===== config.mk =====
export PLATFORM = sky130hd
export DESIGN_NAME = mem_access_unit
export DESIGN_NICKNAME = d
export VERILOG_FILES = /design/src/rtl/mem_access_unit_pkg.sv /design/src/rtl/mem_load_extend.sv /design/src/rtl/mem_access_unit.sv
export SDC_FILE = /design/constraint.sdc
export NUM_CORES = 1
export LEC_CHECK = 0
export BUFFER_PORTS_ARGS = -buffer_cell sky130_fd_sc_hd__buf_2
export CORE_ASPECT_RATIO = 1.5
export CORE_MARGIN = 5
export CORE_UTILIZATION = 46
export DETAILED_ROUTE_END_ITERATION = 6
export PLACE_DENSITY = 0.81
export SKIP_CTS_REPAIR_TIMING = 1
export SLEW_MARGIN = 10
export SYNTH_ARGS = -nofsm -noshare
export SYNTH_HDL_FRONTEND = slang
export SYNTH_HIERARCHICAL = 1
export SYNTH_SLANG_ARGS = --single-unit

===== constraint.sdc =====
create_clock -name Clk -period 2.5 [get_ports Clk]
set_input_delay 0.625 -clock Clk [delete_from_list [all_inputs] [get_ports Clk]]
set_output_delay 0.625 -clock Clk [all_outputs]
set_load 0.01 [all_outputs]

===== src/rtl/mem_access_unit_pkg.sv =====
// Shared definitions for the load/store unit: operation codes, memory
// write codes, read-cut selects, FSM state encoding and a decode helper.
package mem_access_unit_pkg;

  localparam logic [3:0] OP_LW  = 4'd0;
  localparam logic [3:0] OP_LH  = 4'd1;
  localparam logic [3:0] OP_LHU = 4'd2;
  localparam logic [3:0] OP_LB  = 4'd3;
  localparam logic [3:0] OP_LBU = 4'd4;
  localparam logic [3:0] OP_SW  = 4'd5;
  localparam logic [3:0] OP_SH  = 4'd6;
  localparam logic [3:0] OP_SB  = 4'd7;
  localparam logic [3:0] OP_LL  = 4'd8;
  localparam logic [3:0] OP_SC  = 4'd9;

  localparam logic [2:0] WR_NONE   = 3'd0;
  localparam logic [2:0] WR_WORD   = 3'd1;
  localparam logic [2:0] WR_BYTE   = 3'd2;
  localparam logic [2:0] WR_ATOMIC = 3'd3;
  localparam logic [2:0] WR_HALF   = 3'd4;

  localparam logic [1:0] CUT_WORD = 2'd0;
  localparam logic [1:0] CUT_BYTE = 2'd1;
  localparam logic [1:0] CUT_HALF = 2'd2;

  typedef enum logic [1:0] {
    ST_IDLE   = 2'd0,
    ST_ACCESS = 2'd1,
    ST_RESP   = 2'd2
  } state_e;

  // True for every op whose response carries memory read data.
  function automatic logic is_load(input logic [3:0] op);
    return (op == OP_LW) || (op == OP_LH) || (op == OP_LHU) ||
           (op == OP_LB) || (op == OP_LBU) || (op == OP_LL);
  endfunction

endpackage


===== src/rtl/mem_load_extend.sv =====
// Turns the memory's cut read word into the 32-bit load result,
// applying sign or zero extension for half-word and byte loads.
module mem_load_extend
  import mem_access_unit_pkg::*;
(
  input  logic [3:0]  op,
  input  logic [31:0] dm,
  output logic [31:0] result
);

  // Pick the extension from the op; word loads pass the data through.
  always_comb begin
    result = dm;
    case (op)
      OP_LH:   result = {{16{dm[15]}}, dm[15:0]};
      OP_LHU:  result = {16'b0, dm[15:0]};
      OP_LB:   result = {{24{dm[7]}}, dm[7:0]};
      OP_LBU:  result = {24'b0, dm[7:0]};
      default: result = dm;
    endcase
  end

endmodule


===== src/rtl/mem_access_unit.sv =====
// Load/store unit between EX and a big-endian, byte-addressed data memory.
// Accepts one op per handshake, drives the memory for a single ACCESS
// cycle, then returns one response in RESP. Defining LLSC_EN adds an
// LL/SC link register; without it ops LL and SC are reported as illegal.
module mem_access_unit
  import mem_access_unit_pkg::*;
#(
  parameter int ADDR_W = 16,
  parameter int DATA_W = 32
) (
  input  logic              Clk,
  input  logic              Reset,
  input  logic              req_valid,
  output logic              req_ready,
  input  logic [3:0]        req_op,
  input  logic [ADDR_W-1:0] req_addr,
  input  logic [DATA_W-1:0] req_wdata,
  output logic              resp_valid,
  output logic [DATA_W-1:0] resp_data,
  output logic              resp_err,
  output logic [ADDR_W-1:0] Ad,
  output logic [DATA_W-1:0] WrData,
  output logic [2:0]        MemWr,
  output logic [1:0]        DMcut_sel,
  input  logic [DATA_W-1:0] DM
);

  state_e            state;
  logic [3:0]        op_q;
  logic              err_q;
  logic              sc_ok_q;
  logic [ADDR_W-1:0] ad_q;
  logic [DATA_W-1:0] wr_data_q;
  logic [2:0]        mem_wr_q;
  logic [1:0]        cut_q;

  logic              accept;
  logic              word_ok;
  logic              half_ok;
  logic              dec_err;
  logic              dec_sc_ok;
  logic [ADDR_W-1:0] dec_ad;
  logic [DATA_W-1:0] dec_wdata;
  logic [2:0]        dec_wr;
  logic [1:0]        dec_cut;
  logic [DATA_W-1:0] load_result;

`ifdef LLSC_EN
  logic              link_valid;
  logic [ADDR_W-3:0] link_addr;
  logic              link_hit;

  assign link_hit = link_valid && (link_addr == req_addr[ADDR_W-1:2]);
`endif

  assign req_ready = !Reset && ((state == ST_IDLE) || (state == ST_RESP));
  assign accept    = req_valid && req_ready;
  assign word_ok   = (req_addr[1:0] == 2'b00);
  assign half_ok   = !req_addr[0];

  // Decode the incoming request into the memory-side encoding and error flag.
  always_comb begin
    dec_err   = 1'b0;
    dec_sc_ok = 1'b0;
    dec_ad    = '0;
    dec_wdata = '0;
    dec_wr    = WR_NONE;
    dec_cut   = CUT_WORD;
    case (req_op)
      OP_LW: begin
        dec_err = !word_ok;
        dec_ad  = req_addr;
      end
      OP_LH, OP_LHU: begin
        dec_err = !half_ok;
        dec_ad  = req_addr - ADDR_W'(2);
        dec_cut = CUT_HALF;
      end
      OP_LB, OP_LBU: begin
        dec_ad  = req_addr - ADDR_W'(3);
        dec_cut = CUT_BYTE;
      end
      OP_SW: begin
        dec_err   = !word_ok;
        dec_ad    = req_addr;
        dec_wr    = WR_WORD;
        dec_wdata = req_wdata;
      end
      OP_SH: begin
        dec_err   = !half_ok;
        dec_ad    = req_addr - ADDR_W'(2);
        dec_wr    = WR_HALF;
        dec_wdata = {16'b0, req_wdata[15:0]};
      end
      OP_SB: begin
        dec_ad    = req_addr;
        dec_wr    = WR_BYTE;
        dec_wdata = {24'b0, req_wdata[7:0]};
      end
`ifdef LLSC_EN
      OP_LL: begin
        dec_err = !word_ok;
        dec_ad  = req_addr;
      end
      OP_SC: begin
        dec_err   = !word_ok;
        dec_ad    = req_addr;
        dec_sc_ok = link_hit;
        if (link_hit) begin
          dec_wr    = WR_ATOMIC;
          dec_wdata = req_wdata;
        end
      end
`endif
      default: dec_err = 1'b1;
    endcase
    if (dec_err) begin
      dec_sc_ok = 1'b0;
      dec_ad    = '0;
      dec_wdata = '0;
      dec_wr    = WR_NONE;
      dec_cut   = CUT_WORD;
    end
  end

  // Sequence IDLE/RESP -> ACCESS -> RESP, holding memory drive for ACCESS only.
  always_ff @(posedge Clk) begin
    if (Reset) begin
      state     <= ST_IDLE;
      op_q      <= '0;
      err_q     <= 1'b0;
      sc_ok_q   <= 1'b0;
      ad_q      <= '0;
      wr_data_q <= '0;
      mem_wr_q  <= WR_NONE;
      cut_q     <= CUT_WORD;
    end else begin
      case (state)
        ST_IDLE, ST_RESP: begin
          if (accept) begin
            state     <= ST_ACCESS;
            op_q      <= req_op;
            err_q     <= dec_err;
            sc_ok_q   <= dec_sc_ok;
            ad_q      <= dec_ad;
            wr_data_q <= dec_wdata;
            mem_wr_q  <= dec_wr;
            cut_q     <= dec_cut;
          end else begin
            state <= ST_IDLE;
          end
        end
        ST_ACCESS: begin
          state     <= ST_RESP;
          ad_q      <= '0;
          wr_data_q <= '0;
          mem_wr_q  <= WR_NONE;
          cut_q     <= CUT_WORD;
        end
        default: state <= ST_IDLE;
      endcase
    end
  end

`ifdef LLSC_EN
  // Track the LL reservation; any completed store or SC to the word drops it.
  always_ff @(posedge Clk) begin
    if (Reset) begin
      link_valid <= 1'b0;
      link_addr  <= '0;
    end else if (accept && !dec_err) begin
      if (req_op == OP_LL) begin
        link_valid <= 1'b1;
        link_addr  <= req_addr[ADDR_W-1:2];
      end else if (req_op == OP_SC) begin
        link_valid <= 1'b0;
      end else if (((req_op == OP_SW) || (req_op == OP_SH) || (req_op == OP_SB)) && link_hit) begin
        link_valid <= 1'b0;
      end
    end
  end
`endif

  mem_load_extend u_load_extend (
    .op     (op_q),
    .dm     (DM),
    .result (load_result)
  );

  // A reset raised mid-access must not let the pending write reach memory.
  assign MemWr      = Reset ? WR_NONE : mem_wr_q;
  assign Ad         = ad_q;
  assign WrData     = wr_data_q;
  assign DMcut_sel  = cut_q;
  assign resp_valid = !Reset && (state == ST_RESP);
  assign resp_err   = resp_valid && err_q;

  // Build the response word from fresh memory data or the SC outcome.
  always_comb begin
    resp_data = '0;
    if (resp_valid && !err_q) begin
      if (is_load(op_q)) begin
        resp_data = load_result;
      end else if (op_q == OP_SC) begin
        resp_data = {31'b0, sc_ok_q};
      end
    end
  end

endmodule


# After elaboration in Yosys (flattened, before gate mapping)
# Cells that the tools add are included.
[totals]
ram_bits = 0
n_memories = 0
latchBits = 0
inputBits = 87
ff_bits = 60
romBits = 0
[op_classes]
n_reduce_logical = 28
muxes = 23
mul = 0
bitwise_logic = 0
n_eq_ne = 15
add_sub_neg = 2
n_lt_le_gt_ge = 0
shift = 0
n_div = 0
[ops]
columns = ["cell", "count"]
rows = [
  ["32-bit two-way mux", 4],
  ["32-bit one-hot mux with 4 select lines", 1],
  ["32-bit one-hot mux with 3 select lines", 1],
  ["32-bit one-hot mux with 2 select lines", 1],
  ["16-bit one-hot mux with 3 select lines", 1],
  ["16-bit two-way mux", 2],
  ["16-bit one-hot mux with 2 select lines", 1],
  ["16-bit by 2-bit subtractor with 16-bit output (second input constant)", 2],
  ["4-bit by 3-bit == test with 1-bit output (second input constant)", 5],
  ["4-bit by 2-bit == test with 1-bit output (second input constant)", 4],
  ["2-bit one-hot mux with 2 select lines", 3],
  ["3-bit two-way mux", 3],
  ["3-bit one-hot mux with 3 select lines", 1],
  ["3-bit OR reduction", 3],
  ["4-bit by 1-bit == test with 1-bit output (second input constant)", 2],
  ["4-bit logical NOT", 2],
  ["2-bit OR reduction", 4],
  ["1-bit logical OR", 6],
  ["3-bit one-hot mux with 2 select lines", 1],
  ["1-bit logical AND", 5],
  ["4-bit == test (second input constant)", 1],
  ["2-bit logical NOT", 2],
  ["2-bit two-way mux", 2],
  ["2-bit AND reduction", 2],
  ["other kinds (7)", 9],
]

# Logic depth before layout (Yosys ltp)
# Gate-level depths: netlist of run 1.
[logic_depth]
ltp_word = 8
depth_mapped = 8
depth_no_buf = 7

# Modules after synthesis
# Netlist of run 1, hierarchy kept.
[by_module_without_submodules]
columns = ["mod", "cells_per_inst", "instances", "area_per_inst_um2", "seq_area_each_um2"]
rows = [
  ["mem_access_unit", 321, 1, 2985.4, 1201.2],
  ["mem_load_extend", 44, 1, 336.6, 0.0],
]

# Worst setup path before layout of run 1
# No wires, ideal clock.
[synth_path]
path_kind = "input-to-output"
startpoint = "input Reset"
endpoint = "output resp_data[10]"
required_time_ns = 1.875
path_slack_ns = 0.018
cell_stages = 5
n_path_buf = 1
arrival_ns = 1.857
cell_sequence = "nor2_1 > and2_1 > nor3b_1 > clkbuf_1 > and2_1"
[synth_between]
elab_chain_cells = 4
[synth_rtl]
columns = ["element", "line_no", "source"]
rows = [
  ["start: declaration", "mem_access_unit.sv:12", "input logic Reset,"],
  ["1-bit logical NOT", "mem_access_unit.sv:195", "assign resp_valid = !Reset && (state == ST_RESP);"],
  ["1-bit logical AND", "mem_access_unit.sv:195", ""],
  ["net resp_valid", "mem_access_unit.sv:18", "output logic resp_valid,"],
  ["1-bit logical AND", "mem_access_unit.sv:201", "if (resp_valid && !err_q) begin"],
  ["32-bit two-way mux", "mem_access_unit.sv:201", ""],
  ["end: declaration", "mem_access_unit.sv:19", "output logic [DATA_W-1:0] resp_data,"],
]
# The timed path passes the listed nets, and every way through them passes these cells.

# Worst setup path after layout of run 1
[layout_path]
startpoint = "register op_q[1]"
endpoint = "output resp_data[31]"
[layout_between]
elab_chain_cells = 8
word_cells_on_any_way = 14
cone_classes = "5 x eq/ne; 3 x mux; 6 x reduce/logical"
[layout_rtl]
columns = ["element", "line_no", "source"]
rows = [
  ["start: declaration", "mem_access_unit.sv:29", "logic [3:0] op_q;"],
  ["start signal: assignment", "mem_access_unit.sv:142", "op_q <= req_op;"],
  ["4-bit by 1-bit == test with 1-bit output / 4-bit logical NOT (equally long branches)", "mem_access_unit_pkg.sv:34, mem_load_extend.sv:14", ""],
  ["1-bit logical OR (3 in a row)", "mem_access_unit_pkg.sv:34", "return (op == OP_LW) || (op == OP_LH) || (op == OP_LHU) ||"],
  ["1-bit logical OR (2 in a row)", "mem_access_unit_pkg.sv:35", "(op == OP_LB) || (op == OP_LBU) || (op == OP_LL);"],
  ["32-bit two-way mux (*)", "mem_access_unit.sv:202", "if (is_load(op_q)) begin"],
  ["32-bit two-way mux (*)", "mem_access_unit.sv:201", ""],
]
# Every way passes the cells marked *; elsewhere a longest branch is shown, timed or not.

==> reports/results.txt, run 1 <==
fraction of layout cells with a size suffix above 1: 51.4%
post-route worst setup slack: -0.151 ns
final period utilization: 106%
sequential fraction of the synthesis area: 36.2%
number of antenna violations at the first check in global routing: 0
data arrival time of the critical path: 2.03 ns
number of H-tree levels: 3
placement-stage cell area: 4290 um^2
violations in the final reports: setup timing
Worst Tran Pin Value: 0.561 ns
number of buffers created by CTS: 9
TritonCTS sink count: 60
total congestion overflow after global routing: 0
Via-to-Cell Ratio: 5.66
Inst Count DP: 614
routed vias: 3,601
number of detailed-routing iterations run before antenna repair: 4
Critical Path RT: 1.88 ns
wire length of the first global-routing pass: 16,500 um
number of register bits inferred by synthesis: 60
highest net fanout along the worst path: 8
row count: 38
final-layout fill cell count: 593
pre-CTS setup slack: 0.0186 ns
setup-violating endpoint count in the final report: 32
Die Wd: 79.4 um
Slew HR: 62.4%
Final Hold Violating Endpoints: 0
Final Routed Wirelength: 11,600 um
status: finished, violations left
maximum number of buffers from clock root to sink: 2
maximum number of pins on one net before global-route repair: 33
Die Area: 9060 um^2
net count after synthesis: 456
count of buffers inserted at the top-level ports: 174
highest routed layer: met4
Mapped Avg Cell Area: 9.10 um^2
unrepaired setup endpoints after global routing: yes
Post-DP HPWL: 8310 um
max-slew violations: 0
DRC violation total after the first TritonRoute iteration: 148
Initial Util: 46.6%
Setup crit end kind: output port
routed wl met2: 6150 um
die height: 114 um
Antenna Nets Post-Route: 0
post-route cell area: 4880 um^2
layout overhead on the synthesized area: 46.9%
area of the mapped netlist: 3320 um^2
category of the most critical setup path: reg -> out
CTS tree: built
min Tclk post-route: 2.65 ns
Root Buffer Master: sky130_fd_sc_hd__clkbuf_8
critical path startpoint category: flip-flop
Async SR Flop Fraction: 0%
classification of the worst-slack hold path: reg -> reg
Total GRT Usage: 23.1%
number of max-cap violations: 0
clock-pin slew of the registers on the worst-case setup and hold paths: 0.07 ns
residual DRC count: 0
number of global-route vias before repair: 3,464
antenna fix cells: 0
Post-Syn Instances: 365
met1 WL: 4150 um
global placement routability congestion: 0.931
Leakage Power: 2.50 nW
clock insertion delay at the later pin of the skew report: 0.35 ns
dominant synthesized flop cell: sky130_fd_sc_hd__dfxtp_1
Max Clock Skew: 0.00464 ns
maximum clock rate: 0.377 GHz
YS warnings: 6
number of synthesized flops with an enable pin: 0
drt wl/cell: 18.3 um
I/O pins: 175
Core Box Area: 7130 um^2
number of different library cells in the post-synthesis netlist: 65
Detail Route met3 WL: 1020 um
worst voltage drop across the vdd grid: 383 uV
total power density per cell area: 492 nW/um^2
overall power after layout: 2.40 mW
Layout Cells excl Fill: 636
net count of the finished layout: 642
[registers in the layout, indices dropped and copies added, names as in the netlist]
register	cells
err_q	1
mem_wr_q	3
state	2
DMcut_sel	2
WrData	32
Ad	16
op_q	4
[through the flow]
stage	TNS, ns	util [%]	hold WS (ns)
after floorplan	0	-	0.469
after global placement	0	60.2	0.443
after detailed placement	0	60.2	0.442
after CTS	-7.89	63.3	0.458
after global routing	-5.43	68.4	0.477
final	-4.13	68.4	0.458
[cells by family after synthesis]
| logic type | Yosys count | share of synthesized area (%) |
|---|---|---|
| AND/OR/NAND/NOR | 145 | 24.8 |
| adder cells (fa/ha/maj) | 5 | 1.81 |
| XOR/XNOR | 1 | 0.264 |
| multiplexers | 1 | 0.301 |
| AO/OA/AOI/OAI | 118 | 29.5 |
| flip-flops | 60 | 36.2 |
| buffers and inverters | 35 | 7.16 |
[report_power, final]
group / internal, mW / leakage, nW / total [mW] / switching, mW
Combinational: 0.194 / 1.91 / 0.418 / 0.224
Sequential: 0.972 / 0.487 / 0.988 / 0.0160
Clock: 0.566 / 0.110 / 0.993 / 0.427
Total: 1.73 / 2.50 / 2.40 / 0.667
[cells in the final DEF, fill, tap and decap left out, types with 7 or more instances in the layout]
cell / count
sky130_fd_sc_hd__dfxtp_1: 58
sky130_fd_sc_hd__clkbuf_8: 9
sky130_fd_sc_hd__and2_4: 26
sky130_fd_sc_hd__a22o_2: 16
sky130_fd_sc_hd__nand2_1: 29
sky130_fd_sc_hd__a22o_1: 18
sky130_fd_sc_hd__a21o_1: 28
sky130_fd_sc_hd__buf_2: 148
sky130_fd_sc_hd__nor2_1: 18
sky130_fd_sc_hd__nand3_1: 14
sky130_fd_sc_hd__buf_4: 23
sky130_fd_sc_hd__and2_1: 8
sky130_fd_sc_hd__buf_6: 28
sky130_fd_sc_hd__inv_1: 7
[worst max-delay path: stages, from the launching register on]
cell                        delay (ns)
sky130_fd_sc_hd__dfxtp_4          0.37
sky130_fd_sc_hd__or2_4            0.22
sky130_fd_sc_hd__maj3_2           0.32
sky130_fd_sc_hd__nor3b_4          0.22
sky130_fd_sc_hd__buf_6            0.15
sky130_fd_sc_hd__clkbuf_16        0.15
sky130_fd_sc_hd__and2_4           0.14
sky130_fd_sc_hd__buf_6            0.10
[Yosys cell counts, types with 5 or more instances]
master / instances / area share (%)
sky130_fd_sc_hd__inv_1: 7 / 0.79
sky130_fd_sc_hd__a22oi_1: 5 / 1.1
sky130_fd_sc_hd__nand3_1: 14 / 2.1
sky130_fd_sc_hd__buf_6: 5 / 1.7
sky130_fd_sc_hd__nor2b_1: 5 / 0.94
sky130_fd_sc_hd__buf_4: 8 / 1.8
sky130_fd_sc_hd__a22o_2: 16 / 4.8
sky130_fd_sc_hd__and2_1: 34 / 6.4
sky130_fd_sc_hd__nand2_1: 29 / 3.3
sky130_fd_sc_hd__nor2_1: 18 / 2.0
sky130_fd_sc_hd__nand4_1: 6 / 1.1
sky130_fd_sc_hd__nand2b_1: 6 / 1.1
sky130_fd_sc_hd__o211ai_1: 5 / 1.1
sky130_fd_sc_hd__a21oi_1: 7 / 1.1
sky130_fd_sc_hd__o21ai_0: 6 / 0.90
sky130_fd_sc_hd__clkbuf_1: 8 / 0.90
sky130_fd_sc_hd__a22o_1: 18 / 4.7
sky130_fd_sc_hd__a21o_1: 28 / 6.3
sky130_fd_sc_hd__nor3_1: 6 / 0.90
sky130_fd_sc_hd__dfxtp_1: 60 / 36
[worst paths after layout]
check | startpoint | cells after the start | to | slack, ns
worst max-delay path | op_q[1] | 7 | resp_data[31] | -0.15
worst min-delay path | Ad[1] | 2 | Ad[1] | 0.46
worst max register to register | state[0] | 6 | Ad[5] | 0.60
worst min register to register | Ad[1] | 2 | Ad[1] | 0.46
[area by class of cell]
class	instances	area [um^2]	area share (%)
clock inverter	7	98.8	2.03
tap	80	100	2.05
clock buffer	9	124	2.54
sequential	60	1210	24.8
inverter	7	26.3	0.539
timing repair buffer	203	1320	27.0
multi-input combinational	270	2000	41.0
[routing by layer]
metal  vias to the layer above  GRT usage, %
met5                         -             0
met2                       179          42.7
met3                        31          5.59
met1                      1673          23.6
li1                       1718             -
met4                         0          11.8
Note: power is estimated with default switching activity, not from simulation.
==> inputs of run 2 (changes only) <==
Settings changed: PLACE_DENSITY 0.81 to 0.78.
==> reports/results.txt, run 2 (synthesized netlist as in run 1, its figures left out) <==
status: finished, violations left
violations in the final reports: setup timing
buffers plus inverters on the worst setup path: 3
Antenna Nets Post-Route: 0
Post-DP HPWL: 8380 um
switch share: 26.9%
drt wl/cell: 17.8 um
data arrival time of the critical path: 2.00 ns
proportion of power drawn by combinational gates: 18.5%
Critical Path Slowest Stage Cell: sky130_fd_sc_hd__dfxtp_4
final period utilization: 105%
Leakage Power: 2.53 nW
min Tclk post-route: 2.63 ns
worst voltage drop across the vdd grid: 506 uV
Die Area: 9060 um^2
total power density per cell area: 470 nW/um^2
sequential cell fraction of total power: 42.7%
most frequent cells in the layout: sky130_fd_sc_hd__buf_2 (148), sky130_fd_sc_hd__dfxtp_1 (58), sky130_fd_sc_hd__buf_6 (33)
CTS tree: built
fraction of layout cells with a size suffix above 1: 51.9%
placement-stage cell area: 4340 um^2
count of buffers inserted at the top-level ports: 174
Final Routed Wirelength: 11,500 um
wire length of the first global-routing pass: 16,500 um
DRC violation total after the first TritonRoute iteration: 190
residual DRC count: 0
Worst Tran Pin Value: 0.707 ns
post-route cell area: 4910 um^2
antenna fix cells: 0
Total GRT Usage: 22.9%
Finished Core Util: 68.9%
Root Buffer Master: sky130_fd_sc_hd__clkbuf_8
number of H-tree levels: 3
maximum number of pins on one net before global-route repair: 46
leading cell type in the layout, fill and taps excluded: sky130_fd_sc_hd__buf_2
post-route worst setup slack: -0.126 ns
Critical Path RT: 1.88 ns
maximum number of buffers from clock root to sink: 2
Initial Util: 46.6%
Pint: 1.69 mW
row count: 38
I/O pins: 175
max reg flops: 32
net switching power of the design: 0.622 mW
library cell appearing most often on the critical path: sky130_fd_sc_hd__buf_6
number of antenna violations at the first check in global routing: 0
unrepaired setup endpoints after global routing: yes
final-layout fill cell count: 575
Core Box Area: 7130 um^2
max-slew violations: 0
largest stage delay on the critical path: 0.34 ns
Crit path max-delay family: simple AND/OR/NAND/NOR gates
number of max-cap violations: 0
highest net fanout along the worst path: 6
category of the most critical setup path: reg -> out
clock network fraction of total power: 38.8%
number of global-route vias before repair: 3,545
setup-violating endpoint count in the final report: 32
overall power after layout: 2.31 mW
Final Hold Violating Endpoints: 0
number of detailed-routing iterations run before antenna repair: 4
pre-CTS setup slack: -0.0407 ns
die height: 114 um
TritonCTS sink count: 60
classification of the worst-slack hold path: reg -> reg
number of buffers created by CTS: 9
global placement routability congestion: 0.962
Setup crit end kind: output port
net count of the finished layout: 652
total congestion overflow after global routing: 0
cell-by-cell trace of the critical path: or2_4 -> maj3_2 -> nor3b_4 -> buf_6 -> buf_6 -> and2_1 -> buf_2
clock-pin slew of the registers on the worst-case setup and hold paths: 0.07 ns
Die Wd: 79.4 um
Max Clock Skew: 0.0103 ns
critical path startpoint category: flip-flop
Slew HR: 52.9%
maximum clock rate: 0.381 GHz
Via-to-Cell Ratio: 5.66
routed vias: 3,657
clock insertion delay at the later pin of the skew report: 0.33 ns
layout overhead on the synthesized area: 47.9%
## run 2: final cells by class
| type | count | area, um^2 | area share [%] |
|---|---|---|---|
| Multi-Input combinational cell | 270 | 1990 | 40.4 |
| Inverter | 7 | 26.3 | 0.535 |
| Clock buffer | 13 | 159 | 3.23 |
| Sequential cell | 60 | 1210 | 24.6 |
| Tap cell | 80 | 100 | 2.04 |
| Clock inverter | 3 | 45.0 | 0.916 |
| Timing Repair Buffer | 213 | 1390 | 28.3 |
## run 2: worst min-delay path, delay by kind of cell (launching register included)
kind	cells	cell delay, ns
simple gates	2	0.11
flops	1	0.33
## run 2: through the flow
stage	setup TNS [ns]	std cells	hold WS, ns
floorplan	0	365	0.469
global placement	0	622	0.433
detailed placement	-0.448	622	0.446
CTS	-7.98	638	0.464
global route	-5.56	646	0.482
finish	-3.12	646	0.464
## run 2: power groups by stage
stage,clock [mW],sequential [mW],combinational [mW]
2_1_floorplan,0,1.01,0.225
3_3_place_gp,0,1.01,0.374
3_5_place_dp,0,1.01,0.382
4_1_cts,0.917,0.986,0.385
5_1_grt,0.958,0.988,0.463
6_report,0.897,0.987,0.429
## run 2: per-layer routing
| layer | vias up | GRT usage, % | part of all wire (%) | wire length (um) |
|---|---|---|---|---|
| met1 | 1722 | 22.6 | 36 | 4160 |
| met3 | 28 | 6.22 | 7.4 | 848 |
| li1 | 1738 | - | - | - |
| met5 | - | 0 | 0 | 0 |
| met2 | 169 | 43.1 | 54 | 6190 |
| met4 | 0 | 11.0 | 2.8 | 321 |
## run 2: final timing paths
path	from	end	slack, ns	cells after the start
worst max-delay path	op_q[1]	resp_data[7]	-0.13	7
worst min-delay path	Ad[14]	Ad[14]	0.46	2
worst max register to register	state[0]	WrData[16]	0.58	5
worst min register to register	Ad[14]	Ad[14]	0.46	2
